[src/rtl/stabilizer_row_streamer.sv]
// Holds a num_qubit-row stabilizer tableau and streams it as a start pulse
// followed by num_qubit contiguous valid rows, for the canonical-form input.
module stabilizer_row_streamer #(
  parameter int num_qubit = 4,
  localparam int AW = (num_qubit > 1) ? $clog2(num_qubit) : 1
) (
  input  logic                         clk,
  input  logic                         rst,
  input  logic                         wr_en,
  input  logic [AW-1:0]                wr_addr,
  input  logic [0:num_qubit-1][1:0]    wr_literals,
  input  logic                         wr_phase,
  input  logic                         clear,
  input  logic                         send,
  output logic                         ready,
  output logic                         start,
  output logic [0:num_qubit-1][1:0]    literals_out,
  output logic                         phase_out,
  output logic                         valid_out,
  output logic                         done,
  output logic                         wr_drop
);

  typedef enum logic [1:0] {IDLE, START, STREAM, DONE} state_t;

  localparam logic [AW-1:0] LAST_ROW = AW'(num_qubit - 1);

  state_t                       state_q;
  logic [AW-1:0]                row_q;
  logic [0:num_qubit-1][1:0]    lit_mem_q [num_qubit];
  logic                         ph_mem_q  [num_qubit];

  logic                         ready_q, start_q, valid_q, done_q, drop_q, ph_q;
  logic [0:num_qubit-1][1:0]    lit_q;

  logic [AW:0]                  addr_ext;
  logic                         addr_ok;
  logic                         clear_accept;
  logic                         wr_accept;
  logic                         drop_d;
  logic [AW-1:0]                row_d;

  // Row r of the |0...0> stabilizer tableau: Z on qubit r, identity elsewhere.
  function automatic logic [0:num_qubit-1][1:0] identity_row(input int r);
    logic [0:num_qubit-1][1:0] row;
    row = '0;
    for (int j = 0; j < num_qubit; j++) begin
      if (j == r) row[j] = 2'b10;
    end
    return row;
  endfunction

  assign addr_ext     = {1'b0, wr_addr};
  assign addr_ok      = addr_ext < (AW+1)'(num_qubit);
  assign clear_accept = (state_q == IDLE) && clear;
  assign wr_accept    = (state_q == IDLE) && wr_en && addr_ok && !clear;
  assign drop_d       = wr_en && !wr_accept;
  assign row_d        = row_q + AW'(1);

  // Storage only changes in IDLE, so every stream is a consistent snapshot.
  always_ff @(posedge clk or negedge rst) begin
    if (!rst) begin
      for (int r = 0; r < num_qubit; r++) begin
        lit_mem_q[r] <= identity_row(r);
        ph_mem_q[r]  <= 1'b0;
      end
    end else if (clear_accept) begin
      for (int r = 0; r < num_qubit; r++) begin
        lit_mem_q[r] <= identity_row(r);
        ph_mem_q[r]  <= 1'b0;
      end
    end else if (wr_accept) begin
      lit_mem_q[wr_addr] <= wr_literals;
      ph_mem_q[wr_addr]  <= wr_phase;
    end
  end

  always_ff @(posedge clk or negedge rst) begin
    if (!rst) begin
      state_q <= IDLE;
      row_q   <= '0;
      ready_q <= 1'b1;
      start_q <= 1'b0;
      valid_q <= 1'b0;
      done_q  <= 1'b0;
      drop_q  <= 1'b0;
      lit_q   <= '0;
      ph_q    <= 1'b0;
    end else begin
      drop_q  <= drop_d;
      ready_q <= 1'b0;
      start_q <= 1'b0;
      valid_q <= 1'b0;
      done_q  <= 1'b0;
      lit_q   <= '0;
      ph_q    <= 1'b0;
      case (state_q)
        IDLE: begin
          if (send) begin
            state_q <= START;
            start_q <= 1'b1;
          end else begin
            ready_q <= 1'b1;
          end
        end
        START: begin
          state_q <= STREAM;
          row_q   <= '0;
          valid_q <= 1'b1;
          lit_q   <= lit_mem_q[0];
          ph_q    <= ph_mem_q[0];
        end
        STREAM: begin
          // Output registers already hold row_q; preload the next row or finish.
          if (row_q == LAST_ROW) begin
            state_q <= DONE;
            done_q  <= 1'b1;
          end else begin
            row_q   <= row_d;
            valid_q <= 1'b1;
            lit_q   <= lit_mem_q[row_d];
            ph_q    <= ph_mem_q[row_d];
          end
        end
        DONE: begin
          state_q <= IDLE;
          ready_q <= 1'b1;
        end
        default: begin
          state_q <= IDLE;
          ready_q <= 1'b1;
        end
      endcase
    end
  end

  assign ready        = ready_q;
  assign start        = start_q;
  assign valid_out    = valid_q;
  assign done         = done_q;
  assign wr_drop      = drop_q;
  assign literals_out = lit_q;
  assign phase_out    = ph_q;

endmodule
[config.mk]
export PLATFORM = sky130hd
export DESIGN_NAME = stabilizer_row_streamer
export DESIGN_NICKNAME = d
export VERILOG_FILES = /design/src/rtl/stabilizer_row_streamer.sv
export SDC_FILE = /design/constraint.sdc
export NUM_CORES = 1
export LEC_CHECK = 0
export CAP_MARGIN = 5
export CORE_UTILIZATION = 45
export CTS_CLUSTER_DIAMETER = 50
export CTS_CLUSTER_SIZE = 40
export DETAILED_ROUTE_END_ITERATION = 6
export GPL_TIMING_DRIVEN = 0
export HOLD_SLACK_MARGIN = 0.15
export PLACE_DENSITY = 0.69
export SLEW_MARGIN = 5
export SYNTH_ARGS = -nofsm -noshare
export SYNTH_HDL_FRONTEND = slang
export SYNTH_SLANG_ARGS = --single-unit
[constraint.sdc]
create_clock -name clk -period 1.6 [get_ports clk]
set_clock_uncertainty 0.15 [all_clocks]
set_input_delay 0.32 -clock clk [delete_from_list [all_inputs] [get_ports clk]]
set_output_delay 0.32 -clock clk [all_outputs]
set_load 0.01 [all_outputs]
# ---- Yosys cells after proc, flatten, opt, wreduce, memory -nomap -nowiden
# Index checks and enable logic that the tools add are counted.
dict set report classes {
  addsub 1
  magnitude_cmp 4
  eq_ne 7
  mux 33
  n_bitwise 2
  reduce_logical 13
}
# op n
set ops {}
lappend ops {{$mux 32} 2}
lappend ops {{$bwmux 32} 1}
lappend ops {{$mux 8} 4}
lappend ops {{$bmux 8 s2} 1}
lappend ops {{$demux 8 s2} 1}
lappend ops {{$pmux 8 s2} 1}
lappend ops {{$mux 1} 10}
lappend ops {{$mux 4} 2}
lappend ops {{$pmux 2 s4} 1}
lappend ops {{$eq 2x2->1 const B} 3}
lappend ops {{$ge 3x3->1 const B} 2}
lappend ops {{$logic_and 1x1->1} 6}
lappend ops {{$mux 2} 3}
lappend ops {{$ne 2x2->1 const B} 3}
lappend ops {{$not 2->3} 2}
lappend ops {{$pmux 1 s2} 3}
lappend ops {{$bwmux 4} 1}
lappend ops {{$pmux 2 s2} 1}
lappend ops {{$reduce_and 2->1} 2}
lappend ops {{$reduce_bool 2->1} 2}
lappend ops {{$lt 2x3->1 const B} 1}
lappend ops {{$lt 3x1->1 const B} 1}
lappend ops {{$add 2x1->2 const B} 1}
lappend ops {{$bmux 1 s2} 1}
lappend ops {{4 further kinds} 5}
dict set report totals {
  ff_bits 54
  output_inout_bits 14
  word_cells 92
}

# ---- Logic depth before layout (Yosys ltp)
# Gate-level depths: netlist (run 1).
dict set report logic_depth {
  word_depth 8
  mapped_depth 8
  ltp_nobuf 5
}

# ---- Worst setup path before layout (run 1)
# OpenSTA, ideal clock, no wires.
dict set report synth_timing {
  path_kind {register to register}
  from {register row_q[0]}
  to {register lit_q (netlist bit literals_out[5])}
  setup_time_ns 0.122
  arrival_time_ns 1.356
  required_ns 1.328
  path_slack_ns -0.027
  path_stages_with_launch 6
  synth_period_minus_slack_ns 1.627
  cell_sequence {dfrtp_1 ha_1 buf_2 buf_2 nand2_1 a32o_1}
}
dict set report synth_via {
  elab_chain_len 7
}
# item line_no
set synth_lines {}
lappend synth_lines {{from (decl)} 29} ;# logic [AW-1:0] row_q;
lappend synth_lines {{from (signal assigned)} 119} ;# row_q <= row_d;
lappend synth_lines {{$add 2x1->2} 58} ;# assign row_d = row_q + AW'(1);
lappend synth_lines {{$not 2->3 (implied by the code)} 121} ;# lit_q <= lit_mem_q[row_d];
lappend synth_lines {{$bmux 8 s2} 121}
lappend synth_lines {{$mux 8 (implied by the code) (2 in series)} 121}
lappend synth_lines {{$mux 8 (*)} 115} ;# if (row_q == LAST_ROW) begin
lappend synth_lines {{$pmux 8 s2 (*)} 97} ;# case (state_q)
lappend synth_lines {{to (signal assigned)} 110} ;# lit_q <= lit_mem_q[0];
lappend synth_lines {{to (signal assigned)} 121}
lappend synth_lines {{to (decl)} 34} ;# logic [0:num_qubit-1][1:0] lit_q;
# Mark *: on every way between the ends. The rest lies on a longest branch, timed or not. The select of a mux whose other input is x is not followed.
# A chain may end at the register's enable or synchronous reset.

# ---- Worst setup path after layout (run 1)
dict set report layout_timing {
  from {register state_q[1]}
  to {register lit_q (netlist bit literals_out[3])}
}
dict set report layout_via {
  elab_chain_len 2
}
# item line_no
set layout_lines {}
lappend layout_lines {{from (decl)} 28} ;# state_t state_q;
lappend layout_lines {{from (signal assigned)} 80} ;# state_q <= IDLE;
lappend layout_lines {{from (signal assigned)} 100} ;# state_q <= START;
lappend layout_lines {{from (signal assigned)} 107} ;# state_q <= STREAM;
lappend layout_lines {{$eq 2x2->1 / $eq 2x1->1 (equally long branches)} 97}
lappend layout_lines {{$pmux 8 s2 (*)} 97}
# Mark *: on every way between the ends. The rest lies on a longest branch, timed or not.

==> results.txt, run 1 <==
The run finished, with violations left. The final reports fail on negative setup slack. The number of unique standard cell types used by synthesis is 34, and the count of boundary I/O pins is 30. The run gives 2 as the maximum buffer depth of the clock tree. The internal portion of the total power is 4.42 mW. The maximum single-stage delay on the critical path is 0.44 ns. The part of the power in combinational logic was 0.530.

The clock drives 54 sinks. The global-route wire length before repair is 10.2 mm, and the critical path buffer and inverter count is 3. On the critical path the largest part of the delay comes from compound AO/OA/AOI/OAI gates. The time the worst path needs with I/O delays and setup is 1.70 ns, and the total global routing track utilization is 0.229. Buffers inserted during clock tree synthesis total 5. Summed over all cells, the static leakage comes to 1.81 nW. The net switching fraction of the power is 0.369, and the number of cells produced by synthesis is 225. The share of total power in the clock network was 0.160; the height of the die was 75.9 um.

Each instance of the synthesized netlist takes up on average 10.9 um^2. Across the VDD grid, the largest voltage drop is 0.856 mV. The remaining routing DRC violations is 0. For the switching power, the log shows 2.58 mW. The signal on the critical path passes through inv_2 -> buf_4 -> ha_2 -> o21a_1 -> buf_6 -> a32o_2. For this design the ratio of total power to cell area is 1850 nW/um^2. The tools report the initial antenna violation count as 0.

After floorplanning, the core was sized to cover 5170 um^2. The logs give 30 for the pin count of the biggest net entering global routing and 0 for the number of violations of the max-capacitance limit. In this run, synthesis produced a sequential element count of 54. The sequential fraction of the synthesis area was 0.552. The minimum setup slack among reg-to-reg paths came out at -0.1 ns.

Die width: 75.9 um. For the final number of max-transition violations, the log shows 0. Adding up every negative setup slack in the final design gives -1.23 ns. The worst path setup slack after routing is -0.0956 ns, and the transition time of the tightest slew-check pin is 0.580 ns. The number of endpoints failing setup at the final stage came out at 33.

In this run the critical register-to-register path is captured at literals_out[3]. The setup path with the least slack is of type flop to flop. The area growth from synthesis to layout is 53.6%.

The run gives 1290 um^2 as the area of combinational cells with multiple inputs. The total overflow left after global routing is 0. The number of cells on the worst hold path is 2. The source-to-sink clock delay at the later pin of the worst-skew pair came out at 0.31 ns. TritonCTS built the clock tree. The portion of total power attributed to sequential cells is 0.310. The floorplan has 26 rows. Dividing the detail-routed wire length by the instance count gives 20.3 um. The worst hold path terminates at lit_mem_q[8]. Once detail routing completed, the nets flagged for antenna violations numbered 0. For this block, the via count after detailed routing is 2138. The worst setup path is captured at a flop.

Setup repair after global routing could not meet its margin everywhere. The share of cells above drive strength 1 was 0.399. The mean number of vias per cell was 5.89. The critical path launch point type is a flop.

The count of cells along the worst register-to-register path works out to 6. Synthesis produced a netlist with a net count of 247. For the synthesized area, the log shows 2460 um^2.

In this run the tool buffered the top-level ports with 29 buffer cells. The largest fanout on the critical path is 5. The share of the cycle needed by the critical path after routing was 1.06; the count of yosys warnings during synthesis was 0. The die covers 5760 um^2. The tools report the placer's final routability congestion estimate as 0.809. The filler cells instantiated in the layout total 332.

Before CTS, the worst setup slack after placement is -0.326 ns. Clock-pin slew was measured on the worst setup and hold paths at 0.10 ns. For the worst setup path, the data arrival time is 1.74 ns. The path class of the tightest hold or removal check is flop to flop.

The total count of hold-check failures in the final report came out at 0. The critical path starts at state_q[1]. In this run the most critical hold path is launched from lit_mem_q[8].

The tools report the root buffer cell as sky130_fd_sc_hd__clkbuf_8. At the worst endpoint, the required time is 1.65 ns. The logs give 0.613 for the headroom to the max-slew limit and 0.475 for the starting density of the core.

Derived from the worst setup path, the maximum achievable clock frequency is 0.590 GHz. The clock tree synthesis step divided the H-tree into 2 levels. The logs give 2003 for the number of global-route vias before repair and 5 for the number of iterations in the first detailed-routing pass. The detailed router finished its first iteration with 141 violations.

At the end of the flow, the number of nets in the layout was 314. The run gives 0 as the count of antenna diodes in the layout. Slowest stage cell on the critical path: sky130_fd_sc_hd__dfrtp_1. The HPWL after detailed placement is 3.69 mm.

The storage element area is 1360 um^2. The worst register-to-register path begins at state_q[1]. The routed design has 7.35 mm of wire.
-- worst reg2reg max path, delay by kind of cell, from the launching register on --
| kind | cells | cell delay [ns] |
|---|---|---|
| buf+inv | 3 | 0.37 |
| compound gates | 2 | 0.45 |
| flops | 1 | 0.44 |
| fa+ha+maj | 1 | 0.17 |
-- layout make-up --
cell class / instances / share of cell area
Tap cell: 70 / 0.0232
Timing Repair Buffer: 61 / 0.184
Buffer: 13 / 0.0474
Clock buffer: 6 / 0.0219
Sequential cell: 54 / 0.360
Inverter: 6 / 0.00596
Multi-Input combinational cell: 151 / 0.342
Clock inverter: 2 / 0.0159
-- per-stage QoR --
stage               area (um^2)  instances  power, mW  hold WS [ns]  utilization
global placement           2840        324       4.31         0.331        0.549
global route               3780        363       7.32         0.394        0.730
detailed placement         2850        325       4.36         0.208        0.552
floorplan                  2460        225       3.64        -0.126            -
finish                     3780        363       7.00         0.373        0.730
CTS                        3300        348       5.97         0.360        0.638
-- what timing repair did --
action	CTS	global route
gates cloned	2	7
endpoints found under the setup margin	62	47
buffers inserted	12	10
pin swaps	4	17
hold buffers	1	0
resized for setup	68	85
endpoints found under the hold margin	23	0
-- state kept, by name, indices dropped and copies added, names as in the netlist --
signal,cells
done,1
lit_mem_q,32
literals_out,8
ph_mem_q,4
phase_out,1
ready,1
row_q,2
start,1
state_q,2
valid_out,1
wr_drop,1
-- power by group through the flow --
stage	registers, mW	clock network, mW	logic, mW
2_1_floorplan	2.13	0	1.51
3_3_place_gp	2.12	0	2.20
3_5_place_dp	2.13	0	2.23
4_1_cts	2.08	1.12	2.76
5_1_grt	2.21	1.19	3.93
6_report	2.17	1.12	3.71
-- cells in the final DEF, fill, tap and decap left out, types with 7 or more instances in the layout --
master                            synthesis  layout
sky130_fd_sc_hd__a21o_1                   9       9
sky130_fd_sc_hd__o21ai_1                  0      24
sky130_fd_sc_hd__buf_6                    4      13
sky130_fd_sc_hd__buf_4                    3      14
sky130_fd_sc_hd__o21ai_2                  0       8
sky130_fd_sc_hd__clkdlybuf4s50_1          0      14
sky130_fd_sc_hd__nand3_1                 32       8
sky130_fd_sc_hd__dlygate4sd2_1            0      14
sky130_fd_sc_hd__buf_12                   0       7
sky130_fd_sc_hd__nand3_2                  0      24
sky130_fd_sc_hd__nand2_1                 24      20
sky130_fd_sc_hd__dfrtp_1                 49      48
sky130_fd_sc_hd__mux2i_1                 14      13
-- per-layer routing --
metal,vias to the layer above,track usage,share of wire
met5,-,0,0
met4,0,0.0788,0.033
met3,21,0.0458,0.052
met2,82,0.366,0.51
met1,1088,0.312,0.41
li1,947,-,-
-- worst max path at each step --
stage	endpoint	slack, ns	cells after the start
after CTS	literals_out[3]	-0.08	6
after global placement	literals_out[1]	-1.57	1
after floorplan	literals_out[4]	0.01	5
final	literals_out[3]	-0.1	6
after detailed placement	lit_mem_q[5]	-0.33	5
after global routing	literals_out[3]	-0.16	6
-- Yosys cell counts (all sizes together) --
cell type / n / area share
a21oi: 1 / 0.0020
o32a: 1 / 0.0041
dfstp: 5 / 0.053
nor3: 1 / 0.0066
inv: 6 / 0.0092
nor4bb: 1 / 0.0041
clkbuf: 1 / 0.0015
ha: 6 / 0.031
o22ai: 1 / 0.0025
nor2: 5 / 0.0076
nand3: 32 / 0.065
nand4bb: 1 / 0.0046
buf: 14 / 0.041
a32o: 9 / 0.037
nor3b: 1 / 0.0031
dfrtp: 49 / 0.50
a21boi: 1 / 0.0031
nand4b: 2 / 0.012
and2: 2 / 0.0056
nor2b: 1 / 0.0025
a21o: 9 / 0.027
nand4: 1 / 0.0051
nand2: 25 / 0.039
o21a: 1 / 0.0031
and2b: 1 / 0.0036
o21ai: 33 / 0.067
a22o: 1 / 0.0036
mux2i: 14 / 0.057
-- cells by family after synthesis --
kind of cell / after synthesis / share of synthesized area
AO/OA/AOI/OAI: 57 / 0.150
AND/OR/NAND/NOR: 73 / 0.159
flip-flops: 54 / 0.552
multiplexers: 14 / 0.0570
adder cells (fa/ha/maj): 6 / 0.0305
buffers and inverters: 21 / 0.0514
No activity file was read; power rests on OpenSTA's default activity.
==> run 2, diff against run 1 <==
--- a/config.mk
+++ b/config.mk
@@ -12,7 +12,7 @@
 export DETAILED_ROUTE_END_ITERATION = 6
 export GPL_TIMING_DRIVEN = 0
 export HOLD_SLACK_MARGIN = 0.15
-export PLACE_DENSITY = 0.69
+export PLACE_DENSITY = 0.67
 export SLEW_MARGIN = 5
 export SYNTH_ARGS = -nofsm -noshare
 export SYNTH_HDL_FRONTEND = slang
==> constraint.sdc (replaced) <==
create_clock -name clk -period 1.76 [get_ports clk]
set_clock_uncertainty 0.15 [all_clocks]
set_input_delay 0.352 -clock clk [delete_from_list [all_inputs] [get_ports clk]]
set_output_delay 0.352 -clock clk [all_outputs]
set_load 0.01 [all_outputs]
==> run 2 against run 1 <==
  * The flow now finishes without violations
  * Count of clock-buffer cells in the layout grew 1
  * Highest routed layer unchanged
  * Critical path depth is the same
  * Global-route usage shrank 2.2 points
  * Wire length shrank 25%
  * Utilization shrank 12 points
  * First-iteration DRC count shrank 18%
  * Non-clock buffer count shrank 22
  * Die area is the same
  * Via count shrank 13%
  * Sequential power shrank 12%
  * Clock power shrank 32%
  * Setup slack gained 0.13 ns
==> results.txt, run 2 (synthesized netlist as in run 1, its figures left out) <==
The run finished with clean final reports. Ranked by flip-flop count, first place goes to lit_mem_q. The detailed router put a total of 2.66 mm of wire on met1. The die width is 75.9 um. The share of the cycle needed by the critical path after routing works out to 0.983.

The utilization after layout is 0.607. After clock tree synthesis, the clock-pin slew on the worst setup and hold paths is 0.09 ns. Class of the tightest hold or removal check: flop to flop. The total global routing track utilization came out at 0.207.

The average wire length per cell after detail routing was 16.2 um. The filler cell count is 437, and the power per unit of standard cell area is 1630 nW/um^2. For this run, the detailed router's first-pass iteration total came to 4. The tools report the element type at the critical path end as a flop. The number of buffer cells added on primary ports came out at 29. The final number of max-transition violations was 0. The worst setup path is of the flop to flop kind.

For the headroom to the max-slew limit, the log shows 0.682. For this design the static power due to leakage is 1.47 nW. Of all nets on the critical path, the largest fanout is 9.

The area of combinational cells with multiple inputs is 1060 um^2. The slowest stage cell on the critical path was sky130_fd_sc_hd__dfrtp_1. The maximum single-stage delay on the critical path came out at 0.44 ns. The time the worst path needs with I/O delays and setup was 1.73 ns. The logs give 1.84 ns for the required time reported for the critical path endpoint and 0 for the initial antenna violation count. The number of endpoints failing setup at the final stage is 0, and the filler-free cell count of the finished design is 340. The tools report the number of global-route vias before repair as 1799. TritonCTS built the clock tree. During I/O placement, the number of pins put on the boundary was 30.

The first global-routing pass estimated 9.31 mm of wire. The critical path launch point type was a flop. The tools report the total wirelength of the detailed-routed design as 5.52 mm. The detailed router placed 1857 vias in this run. Counting tap cells, the placed design contains a total of 325 instances.

The register with the most flip-flops in the layout has 32 of them. After detailed routing, the number of remaining DRC violations is 0. The run gives 2.58 mm as the met2 wire length. Once detailed placement completed, the half-perimeter wirelength came to 3.69 mm. For the pin with the worst max-slew slack, the measured transition is 0.477 ns.

Arrival time of the worst setup path: 1.81 ns. The root buffer cell is sky130_fd_sc_hd__clkbuf_8. Once detail routing completed, the nets flagged for antenna violations numbered 0.

Traced cell by cell, the critical path runs through inv_2 -> ha_4 -> inv_1 -> nor3_4 -> buf_12 -> a32o_1. Across the VDD grid, the largest voltage drop is 0.703 mV. The library cells used most frequently in the layout, excluding fill and tap cells, are sky130_fd_sc_hd__dfrtp_1, sky130_fd_sc_hd__o21ai_0, sky130_fd_sc_hd__nand3_1, sky130_fd_sc_hd__clkdlybuf4s50_1, sky130_fd_sc_hd__nand2_1.

For the pin count of the biggest net entering global routing, the log shows 35. Routed signal wires occupy layers up through met4. In this run the standard cell core region covers 5170 um^2. Setup repair after global routing could not meet its margin everywhere.

The number of levels in the clock H-tree is 2, and the source-to-sink clock delay at the later pin of the worst-skew pair is 0.30 ns. The tools report the area of the die as 5760 um^2. For this block, the initial DRC count from the detailed router was 115. The library cell used most frequently in the layout, excluding fill and tap cells, is sky130_fd_sc_hd__dfrtp_1. For the count of antenna diodes in the layout, the log shows 0. The final setup TNS was 0 ns; the height of the die was 75.9 um. The maximum buffer depth of the clock tree is 2, and the detailed-routed wire length on met3 is 219 um. The mean number of vias per cell was 5.46; the total count of hold-check failures in the final report was 0. The total overflow left after global routing is 0. The tools report the number of nets at the end of the flow as 291.

The storage element area was 1360 um^2. Starting density of the core: 0.475. For the placer's final routability congestion estimate, the log shows 0.764. Clock buffer count from CTS: 5. After floorplanning, the core was divided into 26 placement rows. Across the run, the number of max-cap violations was 0.

The area added between synthesis and finish is 27.7%, and the clock sink total is 54. The share of cells above drive strength 1 was 0.189. Derived from the worst setup path, the maximum achievable clock frequency is 0.578 GHz.
==> run 2: changes by cell type in the layout (fill, tap and decap cells not counted), sizes merged <==
cell,before,now
buf,41,22
clkdlybuf4s50,14,27
dlygate4sd2,14,1
bufinv,2,0
clkbuf,10,8
clkinv,0,1
nand2,26,25
==> run 2: path summary, 6_finish.rpt <==
check	from	cells past startpoint	slack, ns	end
min	lit_mem_q[28]	1	0.36	literals_out[4]
min reg2reg	lit_mem_q[28]	1	0.36	literals_out[4]
min in group asynchronous	rst	2	0.38	lit_mem_q[23]
max reg2reg	state_q[1]	6	0.03	literals_out[2]
max in group asynchronous	rst	3	0.48	lit_mem_q[21]
max	state_q[1]	6	0.03	literals_out[2]
==> run 2: per-stage QoR <==
step                      worst slack (ns)  cell area (um^2)  hold WS, ns  power [mW]
after global placement               -1.45              2840        0.331        3.92
after floorplan                      0.133              2460      -0.0936        3.29
after CTS                           0.0112              3070        0.363        4.93
after global routing               -0.0234              3140        0.380        5.44
after detailed placement            -0.212              2850        0.182        3.96
final                               0.0295              3140        0.357        5.10
==> run 2: routing by layer <==
layer | up-vias | GRT usage
li1 | 889 | -
met1 | 910 | 0.306
met2 | 51 | 0.321
met3 | 7 | 0.0253
met4 | 0 | 0.0635
met5 | - | 0
==> run 2: critical path: cells and delay by family (launching register included) <==
kind                       cells  cell delay (ns)
adders and majority gates      1             0.31
buffers and inverters          3             0.35
AOI/OAI and AO/OA              1             0.18
and+or+nand+nor                1             0.23
DFF                            1             0.44
==> run 2: what timing repair did <==
item                                   4_1_cts  5_1_grt
resized for setup                           19        8
endpoints found under the hold margin       18        0
setup endpoints to repair                   43       34
hold buffers                                 1        0
pin swaps                                    1        0
buffers inserted                             3        4
cloned                                       0        0
==> run 2: area by class of cell <==
| class | instances | share of cell area |
|---|---|---|
| flip-flops and latches | 54 | 0.433 |
| multi-input cells | 150 | 0.337 |
| repair buffers | 38 | 0.121 |
| plain buffers | 14 | 0.0407 |
| clock buffers | 7 | 0.0307 |
| well taps | 70 | 0.0279 |
| inverters | 6 | 0.00717 |
| clock inverters | 1 | 0.00279 |
==> run 2: report_power, final <==
group          switching [mW]  leakage, nW  internal [mW]
registers               0.225        0.714           1.70
logic                    1.26        0.703           1.16
clock network           0.402       0.0544          0.361
total                    1.88         1.47           3.22
